$ cat src/rtl/decode_stage_pipe.sv
// decode_stage_pipe
//   Pipelined MIPS main decoder that sits in front of the ID/EX boundary.
//   It takes one instruction per cycle, decodes it into an 18-bit control
//   bundle and holds the bundle in a one-entry output register. A HI/LO
//   scoreboard counter interlocks HI/LO instructions behind an in-flight
//   multiply or divide.
//
// Parameters
//   MUL_LAT      cycles HI/LO stay busy after an accepted MULT/MULTU (1..255)
//   DIV_LAT      cycles HI/LO stay busy after an accepted DIV/DIVU  (1..255)
//   ILLEGAL_TRAP 1: undecodable instructions raise out_ri; 0: out_ri stays 0
//
// Ports
//   clk, rst          clock (rising edge), synchronous active-high reset
//   in_valid/in_ready input handshake; in_instr, in_pc carried with it
//   flush             drops the held entry and blocks acceptance this cycle
//   out_valid/out_ready output handshake for the held entry
//   out_ctrl          {aluop[3:0], alusrc[1:0], hilowrite[1:0], regwrite,
//                      regdst, memwrite, memtoreg, branch, bal, jump, jal,
//                      jr, jalr}
//   out_instr, out_pc registered instruction word and PC
//   out_ri            reserved-instruction flag for the held entry
//   hilo_busy         HI/LO scoreboard counter is nonzero
//
// Handshake: a transfer happens on a rising edge where valid and ready are
// both high. A source holding valid keeps its payload stable until the
// transfer; ready never depends on anything the source may change after
// asserting valid except the instruction class it presents.
module decode_stage_pipe #(
    parameter int unsigned MUL_LAT      = 2,
    parameter int unsigned DIV_LAT      = 32,
    parameter bit          ILLEGAL_TRAP = 1'b1
) (
    input  logic        clk,
    input  logic        rst,
    input  logic        in_valid,
    output logic        in_ready,
    input  logic [31:0] in_instr,
    input  logic [31:0] in_pc,
    input  logic        flush,
    output logic        out_valid,
    input  logic        out_ready,
    output logic [17:0] out_ctrl,
    output logic [31:0] out_instr,
    output logic [31:0] out_pc,
    output logic        out_ri,
    output logic        hilo_busy
);

    // ALU operation codes shared with the execute stage.
    localparam logic [3:0] ALU_MEM   = 4'b0000;
    localparam logic [3:0] ALU_RTYPE = 4'b0010;
    localparam logic [3:0] ALU_ADDI  = 4'b0100;
    localparam logic [3:0] ALU_ADDIU = 4'b0101;
    localparam logic [3:0] ALU_SLTI  = 4'b0110;
    localparam logic [3:0] ALU_SLTIU = 4'b0111;
    localparam logic [3:0] ALU_ANDI  = 4'b1000;
    localparam logic [3:0] ALU_ORI   = 4'b1001;
    localparam logic [3:0] ALU_XORI  = 4'b1010;
    localparam logic [3:0] ALU_LUI   = 4'b1011;

    localparam logic [7:0] MUL_CNT = 8'(MUL_LAT);
    localparam logic [7:0] DIV_CNT = 8'(DIV_LAT);

    logic [5:0] op;
    logic [4:0] rt;
    logic [5:0] funct;

    assign op    = in_instr[31:26];
    assign rt    = in_instr[20:16];
    assign funct = in_instr[5:0];

    // Decoded control fields
    logic [3:0] aluop;
    logic [1:0] alusrc;
    logic [1:0] hilowrite;
    logic       regwrite, regdst, memwrite, memtoreg;
    logic       branch, bal, jump, jal, jr, jalr;
    logic       unknown;
    logic [17:0] dec_ctrl;
    logic        dec_ri;

    always_comb begin
        aluop     = 4'b0000;
        alusrc    = 2'b00;
        hilowrite = 2'b00;
        regwrite  = 1'b0;
        regdst    = 1'b0;
        memwrite  = 1'b0;
        memtoreg  = 1'b0;
        branch    = 1'b0;
        bal       = 1'b0;
        jump      = 1'b0;
        jal       = 1'b0;
        jr        = 1'b0;
        jalr      = 1'b0;
        unknown   = 1'b0;
        case (op)
            6'h00: begin
                case (funct)
                    6'h11: hilowrite = 2'b10;                      // MTHI
                    6'h13: hilowrite = 2'b01;                      // MTLO
                    6'h18, 6'h19, 6'h1a, 6'h1b: hilowrite = 2'b11; // MULT/DIV
                    6'h08: jr = 1'b1;
                    6'h09: begin
                        regwrite = 1'b1;
                        regdst   = 1'b1;
                        jalr     = 1'b1;
                    end
                    // MFHI/MFLO decode exactly like an ordinary R-type
                    default: begin
                        aluop    = ALU_RTYPE;
                        regwrite = 1'b1;
                        regdst   = 1'b1;
                    end
                endcase
            end
            6'h01: begin
                case (rt)
                    5'h00, 5'h01: branch = 1'b1;   // BLTZ/BGEZ
                    5'h10, 5'h11: begin            // BLTZAL/BGEZAL
                        regwrite = 1'b1;
                        branch   = 1'b1;
                        bal      = 1'b1;
                    end
                    default: unknown = 1'b1;
                endcase
            end
            6'h02: jump = 1'b1;
            6'h03: begin
                regwrite = 1'b1;
                jal      = 1'b1;
            end
            6'h04, 6'h05, 6'h06, 6'h07: branch = 1'b1;
            6'h08: begin aluop = ALU_ADDI;  alusrc = 2'b01; regwrite = 1'b1; end
            6'h09: begin aluop = ALU_ADDIU; alusrc = 2'b01; regwrite = 1'b1; end
            6'h0a: begin aluop = ALU_SLTI;  alusrc = 2'b01; regwrite = 1'b1; end
            6'h0b: begin aluop = ALU_SLTIU; alusrc = 2'b01; regwrite = 1'b1; end
            // Logical immediates and LUI zero-extend, hence alusrc=10
            6'h0c: begin aluop = ALU_ANDI;  alusrc = 2'b10; regwrite = 1'b1; end
            6'h0d: begin aluop = ALU_ORI;   alusrc = 2'b10; regwrite = 1'b1; end
            6'h0e: begin aluop = ALU_XORI;  alusrc = 2'b10; regwrite = 1'b1; end
            6'h0f: begin aluop = ALU_LUI;   alusrc = 2'b10; regwrite = 1'b1; end
            6'h23: begin
                aluop    = ALU_MEM;
                alusrc   = 2'b01;
                regwrite = 1'b1;
                memtoreg = 1'b1;
            end
            6'h2b: begin
                aluop    = ALU_MEM;
                alusrc   = 2'b01;
                memwrite = 1'b1;
            end
            default: unknown = 1'b1;
        endcase
    end

    assign dec_ctrl = {aluop, alusrc, hilowrite, regwrite, regdst, memwrite,
                       memtoreg, branch, bal, jump, jal, jr, jalr};
    assign dec_ri   = unknown & ILLEGAL_TRAP;

    // HI/LO scoreboard
    logic       is_hilo, is_mul, is_div;
    logic [7:0] cnt;
    logic       hazard, accept;

    assign is_mul  = (op == 6'h00) && (funct == 6'h18 || funct == 6'h19);
    assign is_div  = (op == 6'h00) && (funct == 6'h1a || funct == 6'h1b);
    assign is_hilo = (op == 6'h00) &&
                     (funct == 6'h10 || funct == 6'h11 || funct == 6'h12 ||
                      funct == 6'h13 || is_mul || is_div);

    assign hazard    = in_valid & is_hilo & (cnt != 8'd0);
    assign in_ready  = ~rst & ~flush & ~hazard & (~out_valid | out_ready);
    assign accept    = in_valid & in_ready;
    assign hilo_busy = (cnt != 8'd0);

    always_ff @(posedge clk) begin
        if (rst) begin
            out_valid <= 1'b0;
            out_ctrl  <= '0;
            out_instr <= '0;
            out_pc    <= '0;
            out_ri    <= 1'b0;
            cnt       <= 8'd0;
        end else begin
            if (accept) begin
                out_valid <= 1'b1;
                out_ctrl  <= dec_ctrl;
                out_instr <= in_instr;
                out_pc    <= in_pc;
                out_ri    <= dec_ri;
            end else if (flush | out_ready) begin
                // Flush drops the entry but leaves the data registers as-is
                out_valid <= 1'b0;
            end

            // A load only happens with cnt==0 since the hazard blocks it.
            // Flush does not touch cnt: the issued mul/div keeps running.
            if (accept && is_mul) begin
                cnt <= MUL_CNT;
            end else if (accept && is_div) begin
                cnt <= DIV_CNT;
            end else if (cnt != 8'd0) begin
                cnt <= cnt - 8'd1;
            end
        end
    end

endmodule

$ cat config.mk
export PLATFORM = sky130hd
export DESIGN_NAME = decode_stage_pipe
export DESIGN_NICKNAME = d
export VERILOG_FILES = /design/src/rtl/decode_stage_pipe.sv
export SDC_FILE = /design/constraint.sdc
export NUM_CORES = 1
export LEC_CHECK = 0
export ABC_AREA = 1
export BUFFER_PORTS_ARGS = -buffer_cell sky130_fd_sc_hd__buf_2
export CAP_MARGIN = 0
export CORE_UTILIZATION = 50
export DETAILED_ROUTE_END_ITERATION = 10
export GPL_ROUTABILITY_DRIVEN = 0
export PLACE_DENSITY = 0.93
export SETUP_SLACK_MARGIN = 0.15
export SLEW_MARGIN = 10
export SYNTH_ARGS = -nofsm -noshare
export SYNTH_HDL_FRONTEND = slang
export SYNTH_SLANG_ARGS = --single-unit
$ cat constraint.sdc
create_clock -name clk -period 3.33 [get_ports clk]
set_input_delay 0.333 -clock clk [delete_from_list [all_inputs] [get_ports clk]]
set_output_delay 0.333 -clock clk [all_outputs]
set_load 0.005 [all_outputs]
==> impl_metrics.json <==
{
  "status": "completed",
  "synth_enable_flop_cells": 0,
  "finalSetupTns_ns": 0,
  "crit_buf_inv": 2,
  "utilization": 0.659,
  "drc": 0,
  "first_iter_violations": 197,
  "cts_max_level": 3,
  "end_kind": "register",
  "timing.fmax_ghz": 0.445,
  "clock-sinks": 92,
  "cts_resized": 0,
  "initial_core_util": 0.518,
  "numPortBuffers": 154,
  "post_drt_wl_per_cell_um": 12.7,
  "placed_cells": 732,
  "vias": 3725,
  "critical_path_required_ns": 3.54,
  "dieHeight_um": 88.7,
  "ys_seq_area_frac": 0.490,
  "fin_nets": 714,
  "min_period_over_period": 0.674,
  "layout-drive-gt1-share": 0.291,
  "ys_warn_count": 0,
  "clk_latency_ns": 0.36,
  "drtAntennaViolNets": 0,
  "cts_buffers": 9,
  "die-area_sq_um": 7870,
  "dp_slack_ns": 1.09,
  "setup_slack_ns": 1.09,
  "min_path_type": "input port to register",
  "std_cell_rows": 31,
  "max_cap_viol_count": 0,
  "synth_fp_nets": 570,
  "firstDrtPassIters": 5,
  "cts_root_buf": "clkbuf_8",
  "design.core.area_sq_um": 7250,
  "synthCells": 500,
  "synth_top_area_frac": 0.490,
  "ios": 155,
  "overflow": 0,
  "die_w_um": 88.7,
  "maxSlewHeadroom": 0.441,
  "final_cells": 748,
  "synthTopCellsByArea": "dfxtp_1, nand2_1, a21oi_1",
  "ys.flop_type": "dfxtp_1",
  "async_flop_share": 0,
  "total_leakage_power_nw": 2.23,
  "crit_path_max_incr_delay_ns": 0.44,
  "yosysTopAreaCell": "dfxtp_1",
  "post_cts_buffers": 0,
  "grt_usage": 0.240,
  "layout_common_cells": "nand2_1, buf_2, dfxtp_1",
  "power.density_nw_per_um2": 536,
  "startpoint_type": "register",
  "worstMarginPinSlew_ns": 0.839,
  "syn2layout_area_growth_pct": 27.2,
  "fin_skew_ns": 0.00919,
  "layout_commonest_cell": "nand2_1",
  "setup_viol": 0,
  "antenna_found_initial": 1,
  "rsz0062_at_grt": "no",
  "ys_types": 29,
  "worst-setup-path-type": "register to register",
  "hold_buffers": 0,
  "ys_ff_latch": 92,
  "hpwl_mm": 6.84,
  "grt_start_max_net_pins": 84,
  "tritoncts": "yes",
  "power.total_mw": 2.56,
  "grt_pass1_wl_mm": 14.7,
  "post-route-min-period_ns": 2.24,
  "antenna_cells": 0,
  "cp_max_fo": 44,
  "syn_area_sq_um": 3760,
  "crit_arrival_ns": 2.45,
  "vias_per_cell": 4.98,
  "clk_pin_slew_ns": 0.09,
  "path_cells": "inv_1 > ha_1 > nand2_2 > nor2_8 > nor2_2 > nand2_4 > nand3_2 > buf_12 > nand2_1 > a21oi_1",
  "clockBufferDepth": 2,
  "finalHoldViolations": 0,
  "ir_worst_vdd_mv": 0.304,
  "slew_viol_final": 0,
  "totalWireLength_mm": 9.52,
  "cp_top_family": "simple AND/OR/NAND/NOR gates",
  "critPathSlowestCell": "nand3_2",
  "syn_area_per_cell_sq_um": 7.52,
  "grt_pass1_vias": 3470
}
flip-flops by register name, summed over array words and instances, names as in the netlist:
| signal | count |
|---|---|
| out_pc | 32 |
| cnt | 8 |
| out_ctrl | 18 |
| out_valid | 1 |
| out_ri | 1 |
| out_instr | 32 |
kinds of logic (layout without fill, tap and decap cells):
group | after synthesis | after routing | share of synthesized area
xor gates and xnor gates | 4 | 4 | 0.00932
buffers and inverters | 49 | 198 | 0.0712
adders and majority gates | 1 | 1 | 0.00333
AOI/OAI and AO/OA | 95 | 95 | 0.129
and+or+nand+nor | 259 | 259 | 0.298
DFF | 92 | 92 | 0.490
synth_stat cells, types with 2 or more instances:
library cell	number
nand2_1	178
buf_2	7
o21ai_0	9
nor3_1	2
nand3b_1	2
nor2_1	40
clkbuf_1	9
a21oi_1	84
dfxtp_1	92
nand4_1	4
buf_6	10
inv_1	23
or2_1	2
and3_1	2
nor2_4	5
nand3_1	15
nand2_2	2
xor2_1	3
through the flow:
| step | hold WS [ns] | area [sq um] |
|---|---|---|
| after CTS | 0.194 | 4780 |
| after global placement | 0.448 | 4540 |
| after detailed placement | 0.453 | 4540 |
| after global routing | 0.195 | 4780 |
| final | 0.210 | 4780 |
| after floorplan | 0.460 | 3760 |
report_power, final:
group          internal, mW  total [mW]  switching, mW
Clock                 0.504       0.899          0.396
Sequential             1.16        1.21         0.0441
Combinational         0.186       0.459          0.273
Total                  1.85        2.56          0.713
final timing paths:
check | from | to | slack (ns) | depth (start not counted)
hold reg to reg | out_instr[6] | out_instr[6] | 0.47 | 2
hold / removal | in_pc[20] | out_pc[20] | 0.21 | 3
setup / recovery | cnt[1] | out_pc[28] | 1.09 | 10
setup reg to reg | cnt[1] | out_pc[28] | 1.09 | 10
layer usage:
layer / vias up / part of all wire / track usage
met1: 1708 / 0.41 / 0.266
met2: 109 / 0.51 / 0.443
met3: 21 / 0.050 / 0.0429
met5: - / 0.0011 / 0
met4: 2 / 0.022 / 0.110
li1: 1885 / - / -
tightest hold or removal path, stage by stage:
cell     delay [ns]
buf_2          0.09
nand2_1        0.05
a21oi_1        0.05
cell type report:
cell class	count	area, sq um
Fill cell	617	2470
Sequential cell	92	1840
Multi-Input combinational cell	359	1650
Timing Repair Buffer	159	833
Clock buffer	9	124
Clock inverter	7	124
Tap cell	99	124
Inverter	23	86.3
Note: power is estimated with default switching activity, not from simulation.
